$ cat src/rtl/anb_smc_rd_arb.sv
// N-client round-robin read arbiter between ANB read masters and the SMC read port.
// Optional protocol checker (err output) enabled by defining ANB_SMC_RD_ARB_CHECK_EN.
module anb_smc_rd_arb #(
    parameter int unsigned N       = 4,
    parameter int unsigned AW      = 32,
    parameter int unsigned LW      = 16,
    parameter int unsigned DW      = 64,
    parameter int unsigned MAX_OUT = 4
) (
    input  logic                  clk,
    input  logic                  rst,
    input  logic [N*AW-1:0]       c_addr,
    input  logic [N*LW-1:0]       c_len,
    input  logic [N-1:0]          c_avalid,
    output logic [N-1:0]          c_aready,
    output logic [DW-1:0]         c_data,
    output logic                  c_last,
    output logic [N-1:0]          c_valid,
    input  logic [N-1:0]          c_ready,
    output logic [$clog2(N)-1:0]  m_aid,
    output logic [AW-1:0]         m_addr,
    output logic [LW-1:0]         m_len,
    output logic                  m_avalid,
    input  logic                  m_aready,
    input  logic [$clog2(N)-1:0]  m_id,
    input  logic [DW-1:0]         m_data,
    input  logic [DW/8-1:0]       m_strb,
    input  logic                  m_valid,
    output logic                  m_ready,
    input  logic                  m_last
`ifdef ANB_SMC_RD_ARB_CHECK_EN
    ,
    output logic                  err
`endif
);

    localparam int unsigned IW = $clog2(N);
    localparam int unsigned CW = $clog2(MAX_OUT + 1);

    typedef enum logic {StIdle, StIssue} state_e;

    state_e          state_q, state_d;
    logic [IW-1:0]   rr_q, rr_d;
    logic [IW-1:0]   gnt_idx, cand;
    logic            gnt_found, capture, grant;
    logic [N-1:0]    eligible;
    logic [CW-1:0]   out_cnt_q [N];
    logic [N-1:0]    cnt_inc, cnt_dec;

    logic [IW-1:0]   fid_q   [2];
    logic [DW-1:0]   fdata_q [2];
    logic [1:0]      flast_q;
    logic            rd_ptr_q, wr_ptr_q;
    logic [1:0]      fcnt_q, fcnt_d;
    logic [IW-1:0]   head_id;
    logic            fifo_nonempty, pop, push, accept, id_ok;

    logic unused_strb;
    assign unused_strb = ^m_strb;

    // ---------------- address arbitration ----------------
    always_comb begin
        for (int k = 0; k < N; k++) begin
            eligible[k] = c_avalid[k] && (out_cnt_q[k] < CW'(MAX_OUT));
        end
    end

    // First eligible client at or after the RR pointer, wrapping.
    always_comb begin
        gnt_found = 1'b0;
        gnt_idx   = '0;
        cand      = rr_q;
        for (int i = 0; i < N; i++) begin
            if (!gnt_found && eligible[cand]) begin
                gnt_found = 1'b1;
                gnt_idx   = cand;
            end
            cand = (cand == IW'(N - 1)) ? '0 : cand + 1'b1;
        end
    end

    assign capture  = (state_q == StIdle) || m_aready;
    assign grant    = capture && gnt_found && !rst;
    assign c_aready = grant ? (N'(1) << gnt_idx) : '0;
    assign m_avalid = (state_q == StIssue);

    always_comb begin
        state_d = state_q;
        rr_d    = rr_q;
        if (capture) begin
            if (grant) begin
                state_d = StIssue;
                rr_d    = (gnt_idx == IW'(N - 1)) ? '0 : gnt_idx + 1'b1;
            end else begin
                state_d = StIdle;
            end
        end
    end

    always_ff @(posedge clk or posedge rst) begin
        if (rst) begin
            state_q <= StIdle;
            rr_q    <= '0;
            m_aid   <= '0;
            m_addr  <= '0;
            m_len   <= '0;
        end else begin
            state_q <= state_d;
            rr_q    <= rr_d;
            if (grant) begin
                m_aid  <= gnt_idx;
                m_addr <= c_addr[int'(gnt_idx)*AW +: AW];
                m_len  <= c_len[int'(gnt_idx)*LW +: LW];
            end
        end
    end

    // ---------------- outstanding counters ----------------
    always_comb begin
        for (int k = 0; k < N; k++) begin
            cnt_inc[k] = grant && (gnt_idx == IW'(k));
            cnt_dec[k] = pop && c_last && (head_id == IW'(k)) && (out_cnt_q[k] != '0);
        end
    end

    always_ff @(posedge clk or posedge rst) begin
        if (rst) begin
            for (int k = 0; k < N; k++) out_cnt_q[k] <= '0;
        end else begin
            for (int k = 0; k < N; k++) begin
                if (cnt_inc[k] && !cnt_dec[k]) begin
                    out_cnt_q[k] <= out_cnt_q[k] + 1'b1;
                end else if (cnt_dec[k] && !cnt_inc[k]) begin
                    out_cnt_q[k] <= out_cnt_q[k] - 1'b1;
                end
            end
        end
    end

    // ---------------- return data skid buffer ----------------
    generate
        if ((2 ** IW) == N) begin : g_id_full
            assign id_ok = 1'b1;
        end else begin : g_id_part
            assign id_ok = ({1'b0, m_id} < (IW + 1)'(N));
        end
    endgenerate

    assign head_id       = fid_q[rd_ptr_q];
    assign fifo_nonempty = (fcnt_q != 2'd0);
    assign c_valid       = fifo_nonempty ? (N'(1) << head_id) : '0;
    assign c_data        = fdata_q[rd_ptr_q];
    assign c_last        = flast_q[rd_ptr_q];
    assign pop           = fifo_nonempty && c_ready[head_id];
    assign accept        = m_valid && m_ready;
    assign push          = accept && id_ok;

    always_comb begin
        fcnt_d = fcnt_q;
        if (push && !pop) begin
            fcnt_d = fcnt_q + 2'd1;
        end else if (pop && !push) begin
            fcnt_d = fcnt_q - 2'd1;
        end
    end

    // Ready is registered, so only advertise it when a slot is guaranteed next cycle.
    always_ff @(posedge clk or posedge rst) begin
        if (rst) begin
            fcnt_q   <= 2'd0;
            rd_ptr_q <= 1'b0;
            wr_ptr_q <= 1'b0;
            m_ready  <= 1'b0;
            flast_q  <= '0;
            for (int e = 0; e < 2; e++) begin
                fid_q[e]   <= '0;
                fdata_q[e] <= '0;
            end
        end else begin
            fcnt_q  <= fcnt_d;
            m_ready <= (fcnt_d != 2'd2);
            if (pop) rd_ptr_q <= ~rd_ptr_q;
            if (push) begin
                fid_q[wr_ptr_q]   <= m_id;
                fdata_q[wr_ptr_q] <= m_data;
                flast_q[wr_ptr_q] <= m_last;
                wr_ptr_q          <= ~wr_ptr_q;
            end
        end
    end

`ifdef ANB_SMC_RD_ARB_CHECK_EN
    logic bad_beat;

    always_comb begin
        bad_beat = 1'b0;
        if (accept) begin
            if (!id_ok) begin
                bad_beat = 1'b1;
            end else if (m_last && (out_cnt_q[m_id] == '0)) begin
                bad_beat = 1'b1;
            end
        end
    end

    always_ff @(posedge clk or posedge rst) begin
        if (rst) begin
            err <= 1'b0;
        end else if (bad_beat) begin
            err <= 1'b1;
        end
    end
`endif

endmodule
$ cat config.mk
export PLATFORM = sky130hd
export DESIGN_NAME = anb_smc_rd_arb
export DESIGN_NICKNAME = d
export VERILOG_FILES = /design/src/rtl/anb_smc_rd_arb.sv
export SDC_FILE = /design/constraint.sdc
export NUM_CORES = 1
export LEC_CHECK = 0
export CORE_ASPECT_RATIO = 0.6
export CORE_UTILIZATION = 41
export CTS_CLUSTER_SIZE = 14
export DETAILED_ROUTE_END_ITERATION = 16
export GPL_TIMING_DRIVEN = 0
export PLACE_DENSITY = 0.86
export SYNTH_ARGS = -nofsm -noshare
export SYNTH_HDL_FRONTEND = slang
export SYNTH_SLANG_ARGS = --single-unit
export TNS_END_PERCENT = 30
$ cat constraint.sdc
create_clock -name clk -period 47 [get_ports clk]
set_clock_uncertainty 0.05 [all_clocks]
set_input_delay 14.1 -clock clk [delete_from_list [all_inputs] [get_ports clk]]
set_output_delay 14.1 -clock clk [all_outputs]
set_load 0.005 [all_outputs]
# Yosys cells after proc, flatten, opt, wreduce, memory -nomap -nowiden

Index checks and enable logic that the tools add are counted.

$add $sub $neg: 14
Multipliers: 0
Div/mod/pow operators: 0
$lt $le $gt $ge: 15
Eq/ne operators: 10
Shifts and indexed selects: 4
Muxes and demuxes: 52
Bitwise logic cells: 5
Reduce and logical (&&, ||, !) cells: 63

Operator list:

| cell                                                      | count |
|---|---|
| 2-to-1 mux 64 bit                                         | 4 |
| bitwise mux 128 bit                                       | 1 |
| variable part select 128 x 8 -> 32 bit                    | 1 |
| demux 64 bit (select 1 bit)                               | 1 |
| variable part select 64 x 7 -> 16 bit                     | 1 |
| logical AND 1 bit                                         | 36 |
| 2-to-1 mux 2 bit                                          | 14 |
| 2-to-1 mux 3 bit                                          | 8 |
| < comparator 2 x 3 -> 1 bit (second input constant)       | 5 |
| == test 2 bit (second input constant)                     | 7 |
| zero test 1 bit                                           | 14 |
| 2-to-1 mux 1 bit                                          | 13 |
| adder 3 x 1 -> 3 bit (second input constant)              | 4 |
| < comparator 3 bit (second input constant)                | 4 |
| nonzero test 3 bit                                        | 4 |
| subtractor 3 x 1 -> 3 bit (second input constant)         | 4 |
| adder 2 x 1 -> 2 bit (second input constant)              | 5 |
| binary-select mux 1 bit (select 2 bit)                    | 5 |
| nonzero test 2 bit                                        | 5 |
| 2-to-1 mux 4 bit                                          | 2 |
| << shifter 1 x 2 -> 4 bit (first input constant)          | 2 |
| bitwise mux 4 bit                                         | 1 |
| == test 2 x 1 -> 1 bit (second input constant)            | 2 |
| greater-or-equal comparator 2 bit (second input constant) | 2 |
| other kinds (13)                                          | 18 |

Register bits after elaboration: 204
Latch bits: 0
Bits in writable memories: 0
ROM bits: 0
Bits of input ports: 279
Word-level logic and storage cells: 181
Memories: 0

# Logic depth before layout (Yosys ltp)

Depth in word-level cells: 21
Gate-level depth with buffers: 19

# Least setup slack after synthesis

Ideal clock, no wire load.

Path type: input to output
Start point: input rst
End point: output c_aready[1]
Arrival: 20186 ps
Required time: 32850 ps
Slack: 12664 ps
Stages on the path: 7
Buffers on the path: 2
Path through: inv_1 nand2_1 inv_1 nand2_1 buf_2 buf_2 nor3_1

Longest elaborated chain between the ends: 3

RTL lines:

| item                             | line | RTL |
|---|---|---|
| from (decl)                      | 11   | `input logic rst,` |
| zero test 1 bit (no source line) | n/a  |  |
| logical AND 1 bit                | 83   | `assign grant = capture && gnt_found && !rst;` |
| 2-to-1 mux 4 bit                 | 84   | `assign c_aready = grant ? (N'(1) << gnt_idx) : '0;` |
| to (decl)                        | 15   | `output logic [N-1:0] c_aready,` |

Every way passes these cells.

# Worst setup path after layout

Start point: input c_avalid[3]
End point: output c_aready[3]

Longest elaborated chain between the ends: 16
Elaborated cells on any way between the ends: 27
Those cells by class: 1 x shift; 17 x mux; 9 x reduce/logical

RTL lines:

| item                                   | line | RTL |
|---|---|---|
| from (decl)                            | 14   | `input logic [N-1:0] c_avalid,` |
| logical AND 1 bit (*)                  | 64   | `eligible[k] = c_avalid[k] && (out_cnt_q[k] < CW'(MAX_OUT));` |
| binary-select mux 1 bit (select 2 bit) | 74   | `if (!gnt_found && eligible[cand]) begin` |
| 2-to-1 mux 1 bit (implied by the code) | 74   |  |
| 2-to-1 mux 1 bit                       | 74   |  |
| zero test 1 bit                        | 74   |  |
| logical AND 1 bit                      | 74   |  |
| 2-to-1 mux 1 bit                       | 74   |  |
| zero test 1 bit                        | 74   |  |
| logical AND 1 bit                      | 74   |  |
| 2-to-1 mux 1 bit                       | 74   |  |
| zero test 1 bit                        | 74   |  |
| logical AND 1 bit                      | 74   |  |
| 2-to-1 mux 1 bit                       | 74   |  |
| logical AND 1 bit (2 in a row)         | 83   |  |
| 2-to-1 mux 4 bit (*)                   | 84   |  |

Mark *: on every way between the ends. The rest lies on a longest branch, timed or not. The select of a mux whose other input is x is not followed.

==> impl_metrics.py <==
metrics = {
    "clock_tree": {
        "cts_sinks": 204,
        "post_cts_resized": 0,
        "cts_setup_buffers": 0,
        "hold_buffers": 0,
        "cts_max_level": 1,
        "cts_tree": "yes",
        "clk_latency_ns": 0.51,
        "clk_pin_slew_ns": 0.06,
        "clock_path_buffers": 3,
        "cts_root_buf": "clkbuf_16",
        "numCtsBuffers": 22,
    },
    "pwr": {
        "p_switching_mw": 0.440,
        "power.internal_mw": 0.732,
        "powerDensity_nw_per_um2": 74.5,
        "power.total_mw": 1.17,
        "comb_power_share_pct": 57.9,
        "irDropWorstVdd_uv": 35.6,
        "power.leakage_nw": 6.38,
        "seqPwrFrac_pct": 27.1,
        "clkPwrFrac_pct": 15.0,
        "sw_frac_of_total_pct": 37.6,
    },
    "placement": {
        "placed_cells": 1604,
        "io_buffers": 395,
        "hpwl_mm": 25.8,
        "gp_congestion": 0.921,
        "place_ws_ns": 15.31,
    },
    "die": {
        "dieArea_um2": 26500,
        "die_h_um": 127,
        "io_pins": 404,
        "start_util_pct": 41.8,
        "rows": 45,
        "core_area_um2": 25300,
        "die_w_um": 210,
    },
    "flow_run": {
        "drv_cap": 0,
    },
    "detailed_routing": {
        "first_iter_violations": 716,
        "drtAntennaViolNets": 0,
        "drt_wl_total_mm": 34.2,
        "wl_per_cell_um": 20.8,
        "vias": 9211,
        "drtPass1Iterations": 5,
        "via_per_inst": 5.61,
        "drc": 0,
    },
    "setup_path": {
        "reg2reg_slack_ns": 42.69,
        "required_ns": 32.85,
        "cp.arrival_ns": 17.58,
        "endpoint_kind": "primary output",
        "start_kind": "input pin",
        "worstPathCellList": "clkdlybuf4s50_1, nor2b_1, nand2_1, o32ai_4, o31a_1, buf_4, nor2_8, buf_6, inv_2, buf_2, ha_1, and3_1, clkdlybuf4s50_1",
        "slowest_delay_ns": 0.57,
        "critPathSlowestCell": "clkdlybuf4s50_1",
        "path_delay_family": "buffers and inverters",
        "cp_max_fo": 10,
        "worst-path-buf-inv": 6,
        "worstSetupPathType": "in2out",
        "cp_common_cell": "clkdlybuf4s50_1",
    },
    "sta": {
        "finalCriticalPeriod_ns": 31.73,
        "slew_headroom_pct": 34.7,
        "setup_slack_ns": 15.27,
        "min_period_over_period_pct": 67.5,
        "fmax_mhz": 31.5,
        "rsz0062_at_grt": "no",
        "slew_viol_final": 0,
        "setup_viol_count_final": 0,
        "tightest_slew_ns": 0.973,
        "final.setup.tns_ns": 0,
        "hold_viol": 0,
    },
    "synthesis": {
        "ys_seq_elements": 204,
        "async_flop_share_pct": 100,
        "synth_top_family_by_area": "multiplexers",
        "synth.distinct_cells": 58,
        "synth_xor_area_share_pct": 1.24,
        "synth_nets": 1169,
        "yosys.area_share.simple_pct": 7.95,
        "yosysWarnings": 0,
        "synth_area_per_cell_um2": 12.1,
        "synth-edff-count": 0,
        "synth_compound_area_share_pct": 12.3,
        "yosys-mux-area-fraction_pct": 25.4,
        "yosys.area_share.adder_pct": 1.58,
        "syn_area_um2": 10600,
        "synth_ff_type": "dfrtp_1",
        "synthCells": 879,
        "ys_seq_area_share_pct": 48.2,
    },
    "layout": {
        "fin_nets": 1589,
        "drive_above_1_share_pct": 23.3,
        "syn_to_final_growth_pct": 48.4,
        "fin_util_pct": 62.1,
        "final_cells": 1643,
        "layout_commonest_cell": "clkdlybuf4s50_1",
        "insertedDiodeCount": 0,
        "final_cell_mix": "395 x clkdlybuf4s50_1, 211 x mux2_2, 204 x dfrtp_1, 89 x nand3_1, 50 x o21ai_0",
        "fillCellCount": 1972,
    },
    "grt": {
        "overflow": 0,
        "grt_pass1_vias": 9560,
        "grt_pass1_wl_mm": 53.3,
        "grt_usage_pct": 25.5,
        "grt_antenna_before_repair": 0,
        "grt_start_max_net_pins": 120,
    },
    "status": {
        "status": "completed",
    },
    "hold_path": {
        "hp-class": "reg2reg",
    },
}
## power groups by stage
stage	registers [mW]	logic, mW	clock network, mW
floorplan	0.306	0.398	0
global placement	0.312	0.652	0
detailed placement	0.318	0.669	0
CTS	0.317	0.674	0.179
global route	0.328	0.730	0.186
finish	0.317	0.678	0.176
## through the flow
stage	cell area [µm²]	hold slack, ns
after floorplan	10600	0.411
after global placement	15000	0.412
after detailed placement	15000	0.424
after CTS	15700	0.438
after global routing	15700	0.468
final	15700	0.437
## metal layers
metal	global-route usage, %	wire length (µm)	vias to the layer above
li1	-	-	4103
met1	36.1	15400	4637
met2	39.2	15100	411
met3	6.81	2860	60
met4	5.84	754	0
met5	0	0	-
## cell families after synthesis
logic type	Yosys count
AO/OA/AOI/OAI	172
buffers and inverters	79
adder cells (fa/ha/maj)	11
XOR/XNOR	15
flip-flops	204
multiplexers	236
AND/OR/NAND/NOR	162
## cell type report
class	count	area, µm²	area share, %
plain buffers	68	309	1.97
inverters	11	53.8	0.342
multi-input cells	596	5130	32.7
flip-flops and latches	204	5100	32.5
repair buffers	396	3980	25.3
clock buffers	33	663	4.22
clock inverters	6	65.1	0.414
well taps	329	412	2.62
## final timing paths
check,from,to,depth (start not counted)
worst max-delay path,c_avalid[3],c_aready[3],13
worst min-delay path,m_len[0]$_DFFE_PP0P_,m_len[0]$_DFFE_PP0P_,2
worst max register to register,rr_q[1]$_DFFE_PP0P_,out_cnt_q[1]$_DFFE_PP0P_,16
worst min register to register,m_len[0]$_DFFE_PP0P_,m_len[0]$_DFFE_PP0P_,2
max in group asynchronous,rst,fdata_q[21]$_DFFE_PP0P_,3
min in group asynchronous,rst,m_len[14]$_DFFE_PP0P_,2
## flip-flops by register name, indices dropped and copies added, names as in the netlist, 2 cells and up
signal,count
m_addr,32
fdata_q,128
flast_q,2
rr_q,2
fid_q,4
out_cnt_q,12
m_aid,2
fcnt_q,2
m_len,16
## worst min-delay path, stage by stage, from the launching register on
cell	delay, ns
dfrtp_1	0.34
nand2_1	0.06
o31ai_2	0.05
## Yosys cell counts (3+ instances only)
master	count	area (µm²)
xor2_1	8	70.1
nor2_1	15	56.3
nand3_1	89	445
ha_1	7	87.6
fa_1	4	80.1
mux2_1	20	225
mux4_2	3	67.6
dfrtp_1	204	5100
nor2b_1	5	31.3
buf_6	3	33.8
inv_1	9	33.8
clkbuf_1	40	150
mux2_2	211	2380
nand2b_1	7	43.8
a32oi_1	21	184
a221o_1	24	240
buf_1	6	22.5
o311ai_0	4	35.0
buf_4	3	22.5
and3_1	5	31.3
nor3_1	3	15.0
nand2_1	27	101
o21ai_0	50	250
buf_2	16	80.1
a21oi_1	27	135
a21bo_2	20	200
xnor2_1	7	61.3
Note: power is estimated with default switching activity, not from simulation.
